**config.mk**
```make
export PLATFORM = sky130hd
export DESIGN_NAME = fetch_stage_flat
export DESIGN_NICKNAME = d
export VERILOG_FILES = /design/src/rtl/fetch_stage_if.sv /design/src/rtl/fetch_stage.sv /design/src/flat_wrapper.sv
export SDC_FILE = /design/constraint.sdc
export NUM_CORES = 1
export LEC_CHECK = 0
export CORE_MARGIN = 2
export CORE_UTILIZATION = 52
export DETAILED_ROUTE_END_ITERATION = 10
export HOLD_SLACK_MARGIN = 0.12
export PLACE_DENSITY_LB_ADDON = 0.2
export REMOVE_ABC_BUFFERS = 1
export SETUP_SLACK_MARGIN = 0.02
export SYNTH_ARGS = -nofsm -noshare
export SYNTH_HDL_FRONTEND = slang
export SYNTH_SLANG_ARGS = --single-unit
export TNS_END_PERCENT = 100
```
**constraint.sdc**
```tcl
create_clock -name clk -period 3.9 [get_ports clk]
set_input_delay 0.585 -clock clk [delete_from_list [all_inputs] [get_ports clk]]
set_output_delay 0.585 -clock clk [all_outputs]
set_load 0.1 [all_outputs]
```
**src/rtl/fetch_stage_if.sv**
```systemverilog
`default_nettype none
// ============================================================================
//  Module      : fetch_stage_if
//  Description : Instruction-memory request/response bundle used by the
//                fetch stage. Single outstanding request; the response comes
//                back one or more cycles after the request pulse.
//                  imem_req    fetch -> mem  one-cycle request pulse
//                  imem_addr   fetch -> mem  request address (valid with req)
//                  imem_rvalid mem -> fetch  response valid
//                  imem_rdata  mem -> fetch  instruction word (with rvalid)
//  Revision    : 1.0  initial release
// ============================================================================
interface fetch_stage_if;
    logic        imem_req;
    logic [31:0] imem_addr;
    logic        imem_rvalid;
    logic [31:0] imem_rdata;

    // Fetch stage side
    modport master (
        output imem_req,
        output imem_addr,
        input  imem_rvalid,
        input  imem_rdata
    );

    // Instruction memory side
    modport slave (
        input  imem_req,
        input  imem_addr,
        output imem_rvalid,
        output imem_rdata
    );
endinterface
`default_nettype wire

```
**src/rtl/fetch_stage.sv**
```systemverilog
`default_nettype none
// ============================================================================
//  Module      : fetch_stage
//  Description : RV32I instruction-fetch stage plus IF/ID pipeline register.
//                Generates the PC, runs a single-outstanding imem handshake,
//                honours hazard stalls and EX-stage redirects.
//  Ports       : clk, rst_n (async, active low)
//                stall_f / stall_d   hazard stalls (fetch / decode)
//                redirect, redirect_pc  EX taken branch/jump target
//                imem                fetch_stage_if.master instruction bus
//                pc_dec, pc4_dec, inst_dec, valid_dec   IF/ID contents
//                fetch_misalign      misaligned-target trap flag
//  Config      : define FETCH_MISALIGN_EN to trap on redirect targets with
//                non-zero low bits; otherwise the low bits are forced to 00
//                and fetch_misalign is tied low.
//  Revision    : 1.0  initial release
// ============================================================================
module fetch_stage #(
    parameter logic [31:0] RESET_PC = 32'h0000_0000,
    parameter logic [31:0] NOP_INST = 32'h0000_0013
) (
    input  wire logic        clk,
    input  wire logic        rst_n,
    input  wire logic        stall_f,
    input  wire logic        stall_d,
    input  wire logic        redirect,
    input  wire logic [31:0] redirect_pc,
    fetch_stage_if.master    imem,
    output logic      [31:0] pc_dec,
    output logic      [31:0] pc4_dec,
    output logic      [31:0] inst_dec,
    output logic             valid_dec,
    output logic             fetch_misalign
);

    typedef enum logic [2:0] {
        S_IDLE = 3'd0,   // no request outstanding, issue one at pc_q
        S_WAIT = 3'd1,   // request for pc_q outstanding, keep its response
        S_DROP = 3'd2,   // stale request outstanding, discard its response
        S_HOLD = 3'd3,   // instruction for pc_q parked in hold buffer
        S_TRAP = 3'd4    // misaligned redirect target, fetch halted
    } state_t;

    state_t      state_q, state_d;
    logic [31:0] pc_q, pc_d;
    logic [31:0] hold_q, hold_d;
    logic        run_q, run_d;
    logic [31:0] pc_dec_q, pc_dec_d;
    logic [31:0] pc4_dec_q, pc4_dec_d;
    logic [31:0] inst_dec_q, inst_dec_d;
    logic        valid_dec_q, valid_dec_d;

    logic        adv;
    logic [31:0] pc_plus4;
    logic [31:0] tgt;
    logic        tgt_bad;
    logic        req;
    logic [31:0] addr;
    logic        deliver;
    logic [31:0] deliver_inst;

    assign adv      = !stall_f && !stall_d;
    assign pc_plus4 = pc_q + 32'd4;

`ifdef FETCH_MISALIGN_EN
    // Tracks a response still in flight when the trap was taken, so that
    // leaving the trap never overlaps two requests.
    logic trap_pend_q, trap_pend_d;

    assign tgt     = redirect_pc;
    assign tgt_bad = redirect && (redirect_pc[1:0] != 2'b00);
`else
    logic unused_lsbs;

    assign tgt         = {redirect_pc[31:2], 2'b00};
    assign tgt_bad     = 1'b0;
    assign unused_lsbs = ^redirect_pc[1:0];
`endif

    // ------------------------------------------------------------------
    // Next-state / request logic
    // ------------------------------------------------------------------
    always_comb begin
        state_d      = state_q;
        pc_d         = pc_q;
        hold_d       = hold_q;
        run_d        = 1'b1;
        req          = 1'b0;
        addr         = pc_q;
        deliver      = 1'b0;
        deliver_inst = hold_q;
`ifdef FETCH_MISALIGN_EN
        trap_pend_d  = trap_pend_q;
`endif

        case (state_q)
            S_IDLE: begin
                // run_q keeps the request low for the first cycle out of reset
                if (redirect) begin
                    pc_d = tgt;
                end else if (run_q) begin
                    req     = 1'b1;
                    state_d = S_WAIT;
                end
            end

            S_WAIT: begin
                if (redirect) begin
                    pc_d = tgt;
                    if (imem.imem_rvalid) begin
                        req  = 1'b1;
                        addr = tgt;
                    end else begin
                        state_d = S_DROP;
                    end
                end else if (imem.imem_rvalid) begin
                    if (adv) begin
                        deliver      = 1'b1;
                        deliver_inst = imem.imem_rdata;
                        req          = 1'b1;
                        addr         = pc_plus4;
                        pc_d         = pc_plus4;
                    end else begin
                        hold_d  = imem.imem_rdata;
                        state_d = S_HOLD;
                    end
                end
            end

            S_DROP: begin
                if (redirect) begin
                    pc_d = tgt;
                end
                if (imem.imem_rvalid) begin
                    req     = 1'b1;
                    addr    = redirect ? tgt : pc_q;
                    state_d = S_WAIT;
                end
            end

            S_HOLD: begin
                if (redirect) begin
                    hold_d  = NOP_INST;
                    req     = 1'b1;
                    addr    = tgt;
                    pc_d    = tgt;
                    state_d = S_WAIT;
                end else if (adv) begin
                    deliver      = 1'b1;
                    deliver_inst = hold_q;
                    hold_d       = NOP_INST;
                    req          = 1'b1;
                    addr         = pc_plus4;
                    pc_d         = pc_plus4;
                    state_d      = S_WAIT;
                end
            end

`ifdef FETCH_MISALIGN_EN
            S_TRAP: begin
                if (imem.imem_rvalid) begin
                    trap_pend_d = 1'b0;
                end
                if (redirect) begin
                    pc_d = tgt;
                    if (trap_pend_q && !imem.imem_rvalid) begin
                        state_d = S_DROP;
                    end else begin
                        req     = 1'b1;
                        addr    = tgt;
                        state_d = S_WAIT;
                    end
                end
            end
`endif

            default: begin
                state_d = S_IDLE;
            end
        endcase

`ifdef FETCH_MISALIGN_EN
        // A misaligned target overrides everything above: no request, no
        // delivery, and remember whether a response is still due.
        if (tgt_bad) begin
            state_d      = S_TRAP;
            req          = 1'b0;
            deliver      = 1'b0;
            hold_d       = NOP_INST;
            pc_d         = pc_q;
            trap_pend_d  = !imem.imem_rvalid &&
                           ((state_q == S_WAIT) || (state_q == S_DROP) ||
                            ((state_q == S_TRAP) && trap_pend_q));
        end
`endif
    end

    // ------------------------------------------------------------------
    // IF/ID register next value: redirect flushes, stall_d holds,
    // otherwise take the delivered instruction or insert a bubble.
    // ------------------------------------------------------------------
    always_comb begin
        pc_dec_d    = pc_dec_q;
        pc4_dec_d   = pc4_dec_q;
        inst_dec_d  = inst_dec_q;
        valid_dec_d = valid_dec_q;
        if (redirect) begin
            inst_dec_d  = NOP_INST;
            valid_dec_d = 1'b0;
        end else if (stall_d) begin
            // hold
        end else if (deliver) begin
            pc_dec_d    = pc_q;
            pc4_dec_d   = pc_plus4;
            inst_dec_d  = deliver_inst;
            valid_dec_d = 1'b1;
        end else begin
            inst_dec_d  = NOP_INST;
            valid_dec_d = 1'b0;
        end
    end

    always_ff @(posedge clk or negedge rst_n) begin
        if (!rst_n) begin
            state_q     <= S_IDLE;
            pc_q        <= RESET_PC;
            hold_q      <= NOP_INST;
            run_q       <= 1'b0;
            pc_dec_q    <= 32'h0;
            pc4_dec_q   <= 32'h0;
            inst_dec_q  <= NOP_INST;
            valid_dec_q <= 1'b0;
`ifdef FETCH_MISALIGN_EN
            trap_pend_q <= 1'b0;
`endif
        end else begin
            state_q     <= state_d;
            pc_q        <= pc_d;
            hold_q      <= hold_d;
            run_q       <= run_d;
            pc_dec_q    <= pc_dec_d;
            pc4_dec_q   <= pc4_dec_d;
            inst_dec_q  <= inst_dec_d;
            valid_dec_q <= valid_dec_d;
`ifdef FETCH_MISALIGN_EN
            trap_pend_q <= trap_pend_d;
`endif
        end
    end

    assign imem.imem_req  = req;
    assign imem.imem_addr = addr;
    assign pc_dec         = pc_dec_q;
    assign pc4_dec        = pc4_dec_q;
    assign inst_dec       = inst_dec_q;
    assign valid_dec      = valid_dec_q;

`ifdef FETCH_MISALIGN_EN
    assign fetch_misalign = (state_q == S_TRAP);
`else
    assign fetch_misalign = 1'b0;
`endif

endmodule
`default_nettype wire

```
**src/flat_wrapper.sv**
```systemverilog
// flat-port wrapper written by rule: the top's interface ports become plain ports
module fetch_stage_flat 
#(
    parameter logic [31:0] RESET_PC = 32'h0000_0000,
    parameter logic [31:0] NOP_INST = 32'h0000_0013
)
  (clk, rst_n, stall_f, stall_d, redirect, redirect_pc, pc_dec, pc4_dec, inst_dec, valid_dec, fetch_misalign, imem_imem_req, imem_imem_addr, imem_imem_rvalid, imem_imem_rdata);
  fetch_stage_if imem_i ();
  input  wire logic clk;
  input  wire logic rst_n;
  input  wire logic stall_f;
  input  wire logic stall_d;
  input  wire logic redirect;
  input  wire logic [31:0] redirect_pc;
  output logic      [31:0] pc_dec;
  output logic      [31:0] pc4_dec;
  output logic      [31:0] inst_dec;
  output logic valid_dec;
  output logic fetch_misalign;
  output wire logic [$bits(imem_i.imem_req)-1:0] imem_imem_req;
  output wire logic [$bits(imem_i.imem_addr)-1:0] imem_imem_addr;
  input wire logic [$bits(imem_i.imem_rvalid)-1:0] imem_imem_rvalid;
  input wire logic [$bits(imem_i.imem_rdata)-1:0] imem_imem_rdata;
  assign imem_imem_req = imem_i.imem_req;
  assign imem_imem_addr = imem_i.imem_addr;
  assign imem_i.imem_rvalid = imem_imem_rvalid;
  assign imem_i.imem_rdata = imem_imem_rdata;
  fetch_stage #(.RESET_PC(RESET_PC), .NOP_INST(NOP_INST)) u_core (.clk(clk), .rst_n(rst_n), .stall_f(stall_f), .stall_d(stall_d), .redirect(redirect), .redirect_pc(redirect_pc), .imem(imem_i), .pc_dec(pc_dec), .pc4_dec(pc4_dec), .inst_dec(inst_dec), .valid_dec(valid_dec), .fetch_misalign(fetch_misalign));
endmodule
```
==> flow_metrics.env, run 1 <==
export IMPL_worstSetupPathType="in2out"
export IMPL_ctsHoldBuffers=0
export IMPL_dieArea_um2=19600
export IMPL_drc=0
export IMPL_period_needed_ps=3770
export IMPL_grt_total_usage_pct=31.9
export IMPL_final_max_slew_viol_count=0
export IMPL_grt_pass1_vias=9334
export IMPL_setup_viol=0
export IMPL_placedInstanceArea_um2=12300
export IMPL_route_met2_wl_mm=14.3
export IMPL_status="finished clean"
export IMPL_hp_class="in2async"
export IMPL_hold_violations=0
export IMPL_cts_clk_slew_worst_paths_ps=70
export IMPL_drtIter0Drc=956
export IMPL_power_share_combinational_pct=60.2
export IMPL_io_pins=201
export IMPL_die_w_um=140
export IMPL_met3_length_mm=3.39
export IMPL_synth_edf_count=0
export IMPL_reg2reg_depth=7
export IMPL_vdd_drop_max_mv=0.787
export IMPL_startpoint_type="primary input"
export IMPL_drive_gt1_share_pct=11.5
export IMPL_maxCapViolations=0
export IMPL_layout_commonest_cell="nand2_1"
export IMPL_num_vias=9732
export IMPL_grt_setup_unrepaired="no"
export IMPL_p_switching_mw=6.04
export IMPL_nets=1450
export IMPL_cts_root_buffer="clkbuf_16"
export IMPL_clk_latency_ps=440
export IMPL_gp_congestion=1.01
export IMPL_holdWs_ps=204
export IMPL_clock_skew_ps=11.7
export IMPL_cellInternalPower_mw=4.98
export IMPL_vias_per_cell=6.00
export IMPL_required_ps=3310
export IMPL_pwr_share_clk_pct=16.1
export IMPL_synthTopCellsByArea="dfrtp_1 (41%), nand2_1 (13%), o21ai_0 (5.6%)"
export IMPL_netlist_area_leader_share_pct=40.7
export IMPL_pwr_share_seq_pct=23.7
export IMPL_final_cells=1621
export IMPL_power_density_nw_per_um2=855
export IMPL_timing_final_crit_share_pct=96.6
export IMPL_h_tree_depth=4
export IMPL_yosys_area_top_type="dfrtp_1"
export IMPL_syn_avg_cell_area_um2=7.95
export IMPL_grt_max_degree=84
export IMPL_cp_arrival_ps=3180
export IMPL_dp_cells=1589
export IMPL_cts_buffers=17
export IMPL_p_leak_nw=5.73
export IMPL_fin_tns_setup_ps=0
export IMPL_fmax_mhz=265
export IMPL_wl_per_cell_um=19.3
export IMPL_antenna_found_initial=0
export IMPL_mostFrequentLayoutCells="nand2_1 (320), clkdlybuf4s50_1 (162), dfrtp_1 (156)"
export IMPL_switching_share_pct=54.8
export IMPL_syn2layout_area_growth_pct=34.3
export IMPL_end_kind="output port"
export IMPL_async_flop_share_pct=100
export IMPL_tightest_slew_ps=1020
export IMPL_grt_pass1_wl_mm=49.7
export IMPL_fin_area_um2=12900
export IMPL_dpl_hpwl_mm=21.6
export IMPL_synthCells=1208
export IMPL_clockBufferDepth=2
export IMPL_ys_flop_type="dfrtp_1"
export IMPL_portBuffers=197
export IMPL_crit_fanout=3
export IMPL_cts_tree="yes"
export IMPL_fp_coreArea_um2=18000
export IMPL_synth_cell_type_count=76
export IMPL_top_layer_used="met4"
export IMPL_fillers=1440
export IMPL_die_h_um=140
export IMPL_ys_ff_latch=162
export IMPL_initial_core_util_pct=53.3
export IMPL_postLayoutCoreUtil_pct=71.5
export IMPL_yosysWarnings=0
export IMPL_relSlewSlack_pct=31.9
export IMPL_wirelength_mm=31.3
export IMPL_rows=49
export IMPL_cts_sinks=162
export IMPL_grt_ovfl_total=0
export IMPL_netlist_area_um2=9600
export IMPL_wl_met1_mm=12.5
export IMPL_drt_antenna_violating_nets=0
export IMPL_diodes=0
export IMPL_first_pass_iters=5
export IMPL_seq_area_frac_synth_pct=42.3
## layer usage
layer  global-route usage (%)  vias to the layer above
met5                        0                        -
met4                     12.4                        0
met3                     5.64                       84
met2                     50.1                      594
met1                     44.4                     4554
li1                         -                     4500
## final timing paths
kind | startpoint | to | slack [ps]
hold / removal | rst_n | u_core.inst_dec[3] | 200
hold reg to reg | u_core.hold_q[1] | u_core.hold_q[1] | 450
min in group clk | u_core.hold_q[1] | u_core.hold_q[1] | 450
setup reg to reg | u_core.state_q[1] | u_core.pc_q[31] | 1230
setup / recovery | stall_f | imem_imem_addr[28] | 130
max in group asynchronous | rst_n | u_core.hold_q[4] | 2810
## timing repair
item | 4_1_cts | 5_1_grt
setup buffers | 0 | 0
setup endpoints to repair | 0 | 3
resized for setup | 0 | 3
## metrics by stage
step,worst slack (ps),power [mW]
final,133,11.0
after global routing,27.9,11.4
after CTS,146,11.0
after detailed placement,153,9.21
after global placement,150,9.13
after floorplan,-964,7.13
## state kept, by name (all words and copies together) (netlist names)
name              cells
u_core.inst_dec      32
u_core.run_q          1
u_core.pc_q          32
u_core.pc_dec        30
u_core.hold_q        32
u_core.pc4_dec       32
u_core.valid_dec      1
u_core.state_q        2
## critical path, stage by stage
cell and delay [ps]:
clkdlybuf4s50_1 420, or2_1 270, or4_4 560, or4_4 430
or3_1 380, a21oi_1 160, a221o_1 180, buf_12 190
## synthesized netlist by cell type, types with 7 or more instances
| cell type | n |
|---|---|
| xor2_1 | 26 |
| dfrtp_1 | 156 |
| clkbuf_1 | 79 |
| a21oi_1 | 45 |
| and3_1 | 8 |
| nand2_1 | 322 |
| nand2b_1 | 9 |
| o21ai_0 | 108 |
| nor3_1 | 22 |
| o22ai_1 | 7 |
| buf_2 | 11 |
| nor4_1 | 9 |
| buf_4 | 8 |
| nor2_1 | 90 |
| xnor2_1 | 39 |
| inv_1 | 10 |
| buf_1 | 10 |
| nand3_1 | 52 |
| nand4_1 | 13 |
| mux2i_1 | 36 |
| a31oi_1 | 14 |
## power by group through the flow
stage          Clock, mW  Combinational (mW)  Sequential, mW
2_1_floorplan          0                2.20            4.92
3_3_place_gp           0                6.53            2.60
3_5_place_dp           0                6.58            2.63
4_1_cts             1.80                6.61            2.60
5_1_grt             1.86                6.89            2.68
6_report            1.78                6.64            2.61
## logic make-up after synthesis
family / after synthesis / share of synthesized area, %
AO/OA/AOI/OAI: 253 / 16.4
XOR/XNOR: 65 / 5.93
adder cells (fa/ha/maj): 1 / 0.130
buffers and inverters: 122 / 5.24
flip-flops: 162 / 42.3
multiplexers: 42 / 4.46
other: 2 / 0.0782
AND/OR/NAND/NOR: 561 / 25.5
## final cells by class
class	count	area [um^2]	share of cell area, %
well taps	229	287	2.22
repair buffers	261	2800	21.8
multi-input cells	924	5070	39.3
inverters	13	48.8	0.379
clock buffers	17	425	3.30
clock inverters	15	194	1.50
flip-flops and latches	162	4060	31.5
No activity file was read; power rests on OpenSTA's default activity.
==> run 2, diff against run 1 <==
CORE_UTILIZATION = 47   (was 52)
TNS_END_PERCENT = 1   (was 100)
clock period = 3.05 ns   (was 3.9 ns; I/O delays follow)
==> flow_metrics.env, run 2 (synthesis gave the netlist of run 1 again) <==
export IMPL_status="finished, violations left"
export IMPL_violations="negative setup slack"
export IMPL_vias_per_cell=5.77
export IMPL_hp_start="u_core.hold_q[1]"
export IMPL_fp_coreArea_um2=20200
export IMPL_power_share_combinational_pct=61.0
export IMPL_die_w_um=147
export IMPL_cts_tree="yes"
export IMPL_pwr_share_seq_pct=22.5
export IMPL_timing_final_crit_share_pct=112
export IMPL_rows=52
export IMPL_fin_tns_setup_ps=-2800
export IMPL_worstSetupPathType="reg2out"
export IMPL_gp_congestion=0.967
export IMPL_relSlewSlack_pct=63.2
export IMPL_die_h_um=147
export IMPL_diodes=0
export IMPL_antenna_found_initial=0
export IMPL_power_density_nw_per_um2=1060
export IMPL_clk_latency_ps=430
export IMPL_dp_cells=1712
export IMPL_cellInternalPower_mw=6.64
export IMPL_tightest_slew_ps=552
export IMPL_cts_root_buffer="clkbuf_16"
export IMPL_required_ps=2590
export IMPL_final_max_slew_viol_count=0
export IMPL_grt_pass1_vias=9740
export IMPL_clock_skew_ps=9.32
export IMPL_wl_per_cell_um=19.3
export IMPL_wirelength_mm=33.6
export IMPL_grt_max_degree=57
export IMPL_dieArea_um2=21600
export IMPL_cts_clk_slew_worst_paths_ps=70
export IMPL_portBuffers=197
export IMPL_nets=1535
export IMPL_reg2reg_slack_ps=620
export IMPL_reg2reg_depth=9
export IMPL_initial_core_util_pct=47.6
export IMPL_final_cells=1747
export IMPL_rr_startpoint="u_core.state_q[0]"
export IMPL_vdd_drop_max_mv=1.12
export IMPL_first_pass_iters=6
export IMPL_clockBufferDepth=2
export IMPL_crit_fanout=2
export IMPL_h_tree_depth=4
export IMPL_fillers=1697
export IMPL_period_needed_ps=3430
export IMPL_io_pins=201
export IMPL_drc=0
export IMPL_drive_gt1_share_pct=25.4
export IMPL_holdPathEnd="u_core.hold_q[1]"
export IMPL_reg2reg_to="u_core.pc_q[31]"
export IMPL_fin_area_um2=13600
export IMPL_fin_ws_ps=-375
export IMPL_pwr_share_clk_pct=16.5
export IMPL_cts_buffers=17
export IMPL_layout_commonest_cell="nand2_1"
export IMPL_p_switching_mw=7.81
export IMPL_hp_class="reg2reg"
export IMPL_mostFrequentLayoutCells="nand2_1 (317), buf_4 (234), dfrtp_1 (154)"
export IMPL_setup_viol=19
export IMPL_grt_total_usage_pct=31.0
export IMPL_fmax_mhz=292
export IMPL_grt_ovfl_total=0
export IMPL_drtIter0Drc=866
export IMPL_min_path_cells=2
export IMPL_end_kind="output port"
export IMPL_grt_setup_unrepaired="yes"
export IMPL_drt_antenna_violating_nets=0
export IMPL_placedInstanceArea_um2=12800
export IMPL_dpl_hpwl_mm=23.8
export IMPL_num_vias=10086
export IMPL_hold_violations=0
export IMPL_p_leak_nw=6.38
export IMPL_startpoint_type="register"
export IMPL_maxCapViolations=0
export IMPL_grt_pass1_wl_mm=52.8
export IMPL_cts_sinks=162
export IMPL_power_mw=14.5
export IMPL_switching_share_pct=54.1
export IMPL_syn2layout_area_growth_pct=42.0
export IMPL_cp_arrival_ps=2970
run 2: cell types whose count changed in the layout (fill, tap and decap cells not counted), moves of 3 or more:
cell,before,now
buf_4,62,234
clkdlybuf4s50_1,162,65
nor2_1,89,82
buf_12,35,41
nor2_2,1,7
buf_6,1,4
clkinvlp_4,4,1
nand2_1,320,317
nand2_2,2,5
nor3_1,22,19
or3_1,6,3
or3_4,0,3
run 2: repair_timing:
action / 4_1_cts / 5_1_grt
setup endpoints to repair: 23 / 27
pin swaps: 9 / 3
cloned: 0 / 0
buffers inserted: 1 / 1
resized for setup: 35 / 18
hold buffers: 1 / 0
hold endpoints to repair: 31 / 0
run 2: area by class of cell:
cell class / instances / area, um^2 / share of cell area [%]
multi-input combinational: 924 / 5250 / 38.5
sequential: 162 / 4060 / 29.8
timing repair buffer: 346 / 3290 / 24.1
clock buffer: 18 / 429 / 3.15
tap: 270 / 338 / 2.48
clock inverter: 14 / 218 / 1.60
inverter: 13 / 48.8 / 0.358
run 2: power groups by stage:
stage | sequential [mW] | clock [mW] | combinational (mW)
floorplan | 6.29 | 0 | 2.82
global placement | 3.23 | 0 | 8.63
detailed placement | 3.27 | 0 | 8.68
CTS | 3.25 | 2.42 | 8.76
global route | 3.33 | 2.51 | 9.16
finish | 3.25 | 2.39 | 8.82
run 2: how the worst max path moves through the flow:
stage | start | end | slack (ps) | cells after the start
floorplan | u_core.state_q[1] | imem_imem_addr[27] | -1690 | 5
global placement | stall_f | imem_imem_addr[28] | -420 | 8
detailed placement | stall_f | imem_imem_addr[28] | -430 | 8
CTS | u_core.pc_q[3] | imem_imem_addr[28] | -350 | 8
global route | u_core.pc_q[3] | imem_imem_addr[28] | -430 | 8
finish | u_core.pc_q[2] | imem_imem_addr[28] | -380 | 8
run 2: worst max-delay path, cell delays in order (launching register included):
cell	delay, ps
dfrtp_1	400
ha_4	160
nand4_4	110
or4_4	580
or4_4	430
or3_4	350
a21oi_2	140
a221o_1	170
buf_12	190
run 2: layer usage:
layer,wire length [um],GRT usage [%],vias to the layer above
met3,2880,4.94,83
met1,14200,43.3,4840
met4,1090,13.0,0
met2,15400,48.2,509
met5,0,0,-
li1,-,-,4654
run 2: through the flow:
step,worst slack (ps),utilization (%),hold WS [ps]
after floorplan,-1690,-,162
after global routing,-433,67.6,480
after detailed placement,-433,63.2,389
final,-375,67.6,461
after global placement,-424,63.2,381
after CTS,-350,67.2,464
